### src/rtl/bp_pkg.sv
// Shared types and helpers for the branch predictor: 2-bit saturating
// counter encoding and its update rule.
package bp_pkg;

    typedef logic [1:0] ctr_t;

    localparam ctr_t CTR_SNT = 2'b00;
    localparam ctr_t CTR_WNT = 2'b01;
    localparam ctr_t CTR_WT  = 2'b10;
    localparam ctr_t CTR_ST  = 2'b11;

    function automatic ctr_t sat_update(input ctr_t ctr, input logic taken);
        ctr_t res;
        res = ctr;
        if (taken) begin
            if (ctr != CTR_ST) res = ctr + 2'd1;
        end else begin
            if (ctr != CTR_SNT) res = ctr - 2'd1;
        end
        return res;
    endfunction

endpackage

### src/rtl/btb_array.sv
// Direct-mapped BTB storage: two combinational read ports (fetch lookup and
// EX/MEM update) and one synchronous write port.
module btb_array
    import bp_pkg::*;
#(
    parameter int unsigned XLEN    = 64,
    parameter int unsigned ENTRIES = 16,
    parameter int unsigned TAG_W   = 10,
    localparam int unsigned IDX_W  = $clog2(ENTRIES)
) (
    input  logic             clk,
    input  logic             reset,
    input  logic [IDX_W-1:0] rd_a_idx,
    output logic             rd_a_valid,
    output logic [TAG_W-1:0] rd_a_tag,
    output logic [XLEN-1:0]  rd_a_target,
    output ctr_t             rd_a_ctr,
    input  logic [IDX_W-1:0] rd_b_idx,
    output logic             rd_b_valid,
    output logic [TAG_W-1:0] rd_b_tag,
    output logic [XLEN-1:0]  rd_b_target,
    output ctr_t             rd_b_ctr,
    input  logic             wr_en,
    input  logic [IDX_W-1:0] wr_idx,
    input  logic [TAG_W-1:0] wr_tag,
    input  logic [XLEN-1:0]  wr_target,
    input  ctr_t             wr_ctr
);

    typedef struct packed {
        logic             valid;
        logic [TAG_W-1:0] tag;
        logic [XLEN-1:0]  target;
        ctr_t             ctr;
    } entry_t;

    entry_t mem_q [ENTRIES];
    entry_t mem_d [ENTRIES];

    always_comb begin
        mem_d = mem_q;
        if (wr_en) begin
            mem_d[wr_idx] = '{valid: 1'b1, tag: wr_tag, target: wr_target, ctr: wr_ctr};
        end
    end

    always_ff @(posedge clk) begin
        if (!reset) begin
            for (int i = 0; i < int'(ENTRIES); i++) begin
                mem_q[i] <= '{valid: 1'b0, tag: '0, target: '0, ctr: CTR_WNT};
            end
        end else begin
            mem_q <= mem_d;
        end
    end

    always_comb begin
        rd_a_valid  = mem_q[rd_a_idx].valid;
        rd_a_tag    = mem_q[rd_a_idx].tag;
        rd_a_target = mem_q[rd_a_idx].target;
        rd_a_ctr    = mem_q[rd_a_idx].ctr;
        rd_b_valid  = mem_q[rd_b_idx].valid;
        rd_b_tag    = mem_q[rd_b_idx].tag;
        rd_b_target = mem_q[rd_b_idx].target;
        rd_b_ctr    = mem_q[rd_b_idx].ctr;
    end

endmodule

### src/rtl/branch_predictor.sv
// Dynamic branch predictor: BTB lookup from IF, update and mispredict
// resolution from EX/MEM, plus saturating branch/mispredict counters.
module branch_predictor
    import bp_pkg::*;
#(
    parameter int unsigned XLEN    = 64,
    parameter int unsigned ENTRIES = 16,
    parameter int unsigned TAG_W   = 10,
    parameter int unsigned MODE    = 1,
    parameter int unsigned CNT_W   = 32
) (
    input  logic             clk,
    input  logic             reset,
    input  logic             stall,
    input  logic [XLEN-1:0]  lookup_pc,
    output logic             pred_taken,
    output logic [XLEN-1:0]  pred_target,
    input  logic             upd_valid,
    input  logic [XLEN-1:0]  upd_pc,
    input  logic             upd_taken,
    input  logic [XLEN-1:0]  upd_target,
    input  logic             upd_pred_taken,
    input  logic [XLEN-1:0]  upd_pred_target,
    output logic             mispredict,
    output logic [XLEN-1:0]  redirect_pc,
    output logic [CNT_W-1:0] branch_count,
    output logic [CNT_W-1:0] mispredict_count
);

    localparam int unsigned IDX_W = $clog2(ENTRIES);
    localparam logic        DYN   = (MODE != 0);

    logic [IDX_W-1:0] lk_idx, up_idx;
    logic [TAG_W-1:0] lk_tag, up_tag;

    logic             lk_valid, up_valid_e;
    logic [TAG_W-1:0] lk_etag, up_etag;
    logic [XLEN-1:0]  lk_target, up_etarget;
    ctr_t             lk_ctr, up_ctr;

    logic             lk_hit, up_hit;
    logic             wr_en;
    logic [XLEN-1:0]  wr_target;
    ctr_t             wr_ctr;
    logic             upd_fire;

    logic [CNT_W-1:0] branch_cnt_q, branch_cnt_d;
    logic [CNT_W-1:0] mispred_cnt_q, mispred_cnt_d;

    assign lk_idx = lookup_pc[IDX_W+1:2];
    assign lk_tag = lookup_pc[IDX_W+TAG_W+1:IDX_W+2];
    assign up_idx = upd_pc[IDX_W+1:2];
    assign up_tag = upd_pc[IDX_W+TAG_W+1:IDX_W+2];

    btb_array #(
        .XLEN    (XLEN),
        .ENTRIES (ENTRIES),
        .TAG_W   (TAG_W)
    ) u_btb (
        .clk         (clk),
        .reset       (reset),
        .rd_a_idx    (lk_idx),
        .rd_a_valid  (lk_valid),
        .rd_a_tag    (lk_etag),
        .rd_a_target (lk_target),
        .rd_a_ctr    (lk_ctr),
        .rd_b_idx    (up_idx),
        .rd_b_valid  (up_valid_e),
        .rd_b_tag    (up_etag),
        .rd_b_target (up_etarget),
        .rd_b_ctr    (up_ctr),
        .wr_en       (wr_en),
        .wr_idx      (up_idx),
        .wr_tag      (up_tag),
        .wr_target   (wr_target),
        .wr_ctr      (wr_ctr)
    );

    // Lookup sees the pre-update array state; there is no write bypass.
    always_comb begin
        lk_hit      = lk_valid && (lk_etag == lk_tag);
        pred_taken  = DYN && lk_hit && lk_ctr[1];
        pred_target = pred_taken ? lk_target : lookup_pc + XLEN'(4);
    end

    always_comb begin
        mispredict  = upd_valid && ((upd_pred_taken != upd_taken) ||
                                    (upd_taken && (upd_pred_target != upd_target)));
        redirect_pc = upd_taken ? upd_target : upd_pc + XLEN'(4);
    end

    always_comb begin
        upd_fire  = upd_valid && !stall;
        up_hit    = up_valid_e && (up_etag == up_tag);
        wr_en     = 1'b0;
        wr_target = up_etarget;
        wr_ctr    = up_ctr;
        if (DYN && upd_fire) begin
            if (up_hit) begin
                wr_en  = 1'b1;
                wr_ctr = sat_update(up_ctr, upd_taken);
                if (upd_taken) wr_target = upd_target;
            end else if (upd_taken) begin
                // Allocation evicts whatever occupied this index.
                wr_en     = 1'b1;
                wr_target = upd_target;
                wr_ctr    = CTR_WT;
            end
        end
    end

    always_comb begin
        branch_cnt_d  = branch_cnt_q;
        mispred_cnt_d = mispred_cnt_q;
        if (upd_fire && (branch_cnt_q != '1)) begin
            branch_cnt_d = branch_cnt_q + CNT_W'(1);
        end
        if (mispredict && !stall && (mispred_cnt_q != '1)) begin
            mispred_cnt_d = mispred_cnt_q + CNT_W'(1);
        end
    end

    always_ff @(posedge clk) begin
        if (!reset) begin
            branch_cnt_q  <= '0;
            mispred_cnt_q <= '0;
        end else begin
            branch_cnt_q  <= branch_cnt_d;
            mispred_cnt_q <= mispred_cnt_d;
        end
    end

    assign branch_count     = branch_cnt_q;
    assign mispredict_count = mispred_cnt_q;

endmodule

### config.mk
export PLATFORM = sky130hd
export DESIGN_NAME = branch_predictor
export DESIGN_NICKNAME = d
export VERILOG_FILES = /design/src/rtl/bp_pkg.sv /design/src/rtl/btb_array.sv /design/src/rtl/branch_predictor.sv
export SDC_FILE = /design/constraint.sdc
export NUM_CORES = 2
export LEC_CHECK = 0
export ABC_AREA = 1
export CORE_ASPECT_RATIO = 1.1
export CORE_UTILIZATION = 47
export CTS_CLUSTER_DIAMETER = 100
export DETAILED_ROUTE_END_ITERATION = 10
export PLACE_DENSITY = 0.64
export RECOVER_POWER = 50
export SETUP_SLACK_MARGIN = 0.15
export SKIP_LAST_GASP = 1
export SLEW_MARGIN = 15
export SYNTH_ARGS = -nofsm -noshare
export SYNTH_HDL_FRONTEND = slang
export SYNTH_SLANG_ARGS = --single-unit
### constraint.sdc
create_clock -name clk -period 4.6 [get_ports clk]
set_input_delay 0.92 -clock clk [delete_from_list [all_inputs] [get_ports clk]]
set_output_delay 0.92 -clock clk [all_outputs]
set_load 0.01 [all_outputs]
==> flow_metrics.env <==
export IMPL_internal_power_uw=20060
export IMPL_drv_slew=31
export IMPL_drt_iter0_markers=13660
export IMPL_fin_cells=14830
export IMPL_dp_hpwl_mm=262.1
export IMPL_comb_power_share_pct=17.2
export IMPL_grt_pass1_wl_mm=558.7
export IMPL_synth_top_cell_area_share_pct=34.85
export IMPL_ir_drop_uv=332.6
export IMPL_layout_common_cells="3,231 x nor2_1, 2,373 x o21ai_0, 1,339 x nand2_1"
export IMPL_synth_seq_cells=1296
export IMPL_synthToLayoutAreaGrowth_pct=24.21
export IMPL_cellPowerDensity_mw_per_mm2=310.2
export IMPL_cts_tree="yes"
export IMPL_cts_hold_buf=0
export IMPL_design_die_area_mm2=0.1600
export IMPL_yosysWarnings=0
export IMPL_grt_overflow=0
export IMPL_worst_endpoint_required_ns=5.29
export IMPL_critPathKind="input port to flip-flop"
export IMPL_swShare_pct=30.06
export IMPL_layout_commonest_cell="nor2_1"
export IMPL_synthArstFlopShare_pct=0
export IMPL_drc=0
export IMPL_htree_levels=4
export IMPL_rsz0062_at_grt="yes"
export IMPL_hold_class="flip-flop to flip-flop"
export IMPL_io_pins=456
export IMPL_max_clock_freq_mhz=209.5
export IMPL_layout_min_cycle_time_ns=4.773
export IMPL_syn_avg_cell_area_um2=6.190
export IMPL_switchingPower_uw=8620
export IMPL_cts_root_buf="clkbuf_16"
export IMPL_finalSetupViolCount=117
export IMPL_power_frac_clock_pct=43.2
export IMPL_status="complete, but fails checks"
export IMPL_rows=152
export IMPL_synth_edf_count=0
export IMPL_multi_input_area_mm2=0.04218
export IMPL_place_ws_ns=-1.170
export IMPL_clk_latency_ns=0.85
export IMPL_die_y_um=419.4
export IMPL_fin_tns_setup_ns=-8.892
export IMPL_syn_nets=12290
export IMPL_cts_buffer_depth=3
export IMPL_seqCellArea_mm2=0.02594
export IMPL_relSlewSlack_pct=-0.3881
export IMPL_fill_cells=15180
export IMPL_ys_top_cells_by_area="dfxtp_1 35%, nor2_1 16%, o21ai_0 16%, nand2_1 6.9%, a21oi_1 5.0%"
export IMPL_ys_types=59
export IMPL_antenna_found_initial=24
export IMPL_ys_seq_area_share_pct=34.85
export IMPL_wire_per_inst_um=26.66
export IMPL_syn_area_mm2=0.07444
export IMPL_dr_total_vias=90230
export IMPL_die_w_um=381.4
export IMPL_end_kind="flip-flop"
export IMPL_dpl_cell_count=14480
export IMPL_worst_setup_path_start_kind="input port"
export IMPL_violations="capacitance limit, slew limit, setup timing"
export IMPL_grt_total_usage_pct=47.07
export IMPL_antenna_left=0
export IMPL_worst_slack_ns=-0.1730
export IMPL_worst_pin_slew_ns=1.506
export IMPL_drt_wl_total_mm=395.3
export IMPL_yosys_area_top_type="dfxtp_1"
export IMPL_max_cap_violations=1
export IMPL_report_final_hold_viol_count=0
export IMPL_p_leak_uw=0.03736
export IMPL_port_buffers=455
export IMPL_cts_sinks=1296
export IMPL_yosys_most_used_dff="dfxtp_1"
export IMPL_vias_per_cell=6.086
export IMPL_utilization_pct=59.00
export IMPL_initial_core_util_pct=47.50
export IMPL_firstDrtPassIters=7
export IMPL_place_area_mm2=0.08686
export IMPL_clkTransAtPathRegs_ns=0.06
export IMPL_globalplace_congestion=1.062
export IMPL_layout_nets=12890
export IMPL_cp_arrival_ns=5.46
export IMPL_netlist_instances=12030
export IMPL_drive_above_1_share_pct=11.49
export IMPL_first_global_vias=81490
export IMPL_core_mm2=0.1567
export IMPL_stdcell_area_mm2=0.09246
export IMPL_grt_max_degree=264
export IMPL_critPathMaxFanout=16
export IMPL_numCtsBuffers=149
export IMPL_p_seq_share_pct=39.6
export IMPL_skew_ns=0.05351
export IMPL_min_period_over_period_pct=103.8
-- cell type report --
type	instances	area share, %
Antenna cell	11	0.02977
Clock buffer	216	4.717
Clock inverter	47	0.7280
Inverter	706	2.947
Multi-Input combinational cell	9015	45.62
Sequential cell	1296	28.06
Tap cell	2079	2.813
Timing Repair Buffer	1453	15.05
Timing Repair inverter	3	0.03383
-- synth_stat cells, types with 20 or more instances --
cell / instances
nor2_1: 3263
o21ai_0: 2404
nand2_1: 1364
dfxtp_1: 1296
a21oi_1: 745
inv_1: 685
clkbuf_1: 645
buf_2: 257
o21ai_1: 237
nand3_1: 199
xor2_1: 129
nor3_1: 95
o211ai_1: 90
o22ai_1: 83
a221oi_1: 61
nand4_1: 52
buf_4: 49
xnor2_1: 42
buf_1: 41
nor4_1: 30
a32o_1: 28
a22oi_1: 24
o211a_1: 20
-- kinds of logic (layout without fill, tap and decap cells) --
kind of cell	Yosys count	after routing	synth area share [%]
simple gates	5038	5039	26.35
other cells	0	11	0
flops	1296	1296	34.85
fa+ha+maj	7	7	0.1177
buf+inv	1715	2425	9.460
compound gates	3798	3798	27.21
xor+xnor	171	171	2.012
-- power by group through the flow --
stage               clock network (uW)  logic [uW]  registers (uW)
floorplan                            0        2310           11600
global placement                     0        4640           11600
detailed placement                   0        4660           11600
CTS                              12400        4730           11400
global route                     12900        5140           11400
finish                           12400        4930           11400
-- worst max-delay path: stages --
cell and delay [ns]:
dlygate4sd3_1 0.63, inv_1 0.09, nor2_1 0.13, clkbuf_1 0.95
nand2_4 0.39, clkinvlp_2 0.54, buf_4 0.22, clkbuf_2 0.49
clkbuf_2 0.37, a22oi_1 0.13, clkbuf_2 0.27, o21ai_0 0.22
nor2_1 0.07
-- per-stage QoR --
| stage | hold WS (ns) | total power (uW) |
|---|---|---|
| CTS | 0.4531 | 28490 |
| global route | 0.4746 | 29360 |
| finish | 0.4678 | 28680 |
| detailed placement | 0.4499 | 16270 |
| floorplan | 0.4368 | 13910 |
| global placement | 0.4496 | 16240 |
-- worst paths after layout --
check	from	to	slack [ns]	cells after the start
worst min-delay path	u_btb.mem_q[154]$_SDFFE_PN1P_	u_btb.mem_q[154]$_SDFFE_PN1P_	0.47	2
worst min register to register	u_btb.mem_q[154]$_SDFFE_PN1P_	u_btb.mem_q[154]$_SDFFE_PN1P_	0.47	2
worst max register to register	mispredict_count[1]$_SDFFE_PN0P_	mispredict_count[3]$_SDFFE_PN0P_	0.96	12
worst max-delay path	upd_valid	u_btb.mem_q[261]$_SDFFE_PN0P_	-0.17	13
-- repair_timing --
item,4_1_cts,5_1_grt
resized for setup,286,299
endpoints found under the setup margin,104,92
setup buffers,24,30
pin swaps,35,38
cloned,11,7
-- metal layers --
layer  wire length (um)  GRT usage [%]
met5                 23              0
met4              37880          39.26
met3              48990          11.06
met2             163300          68.12
met1             145100          59.18
-- state kept, by name, summed over array words and instances, names as in the netlist --
register	flops
u_btb.mem_q	1232
mispredict_count	32
branch_count	32
Power figures use the tool's default switching activity.
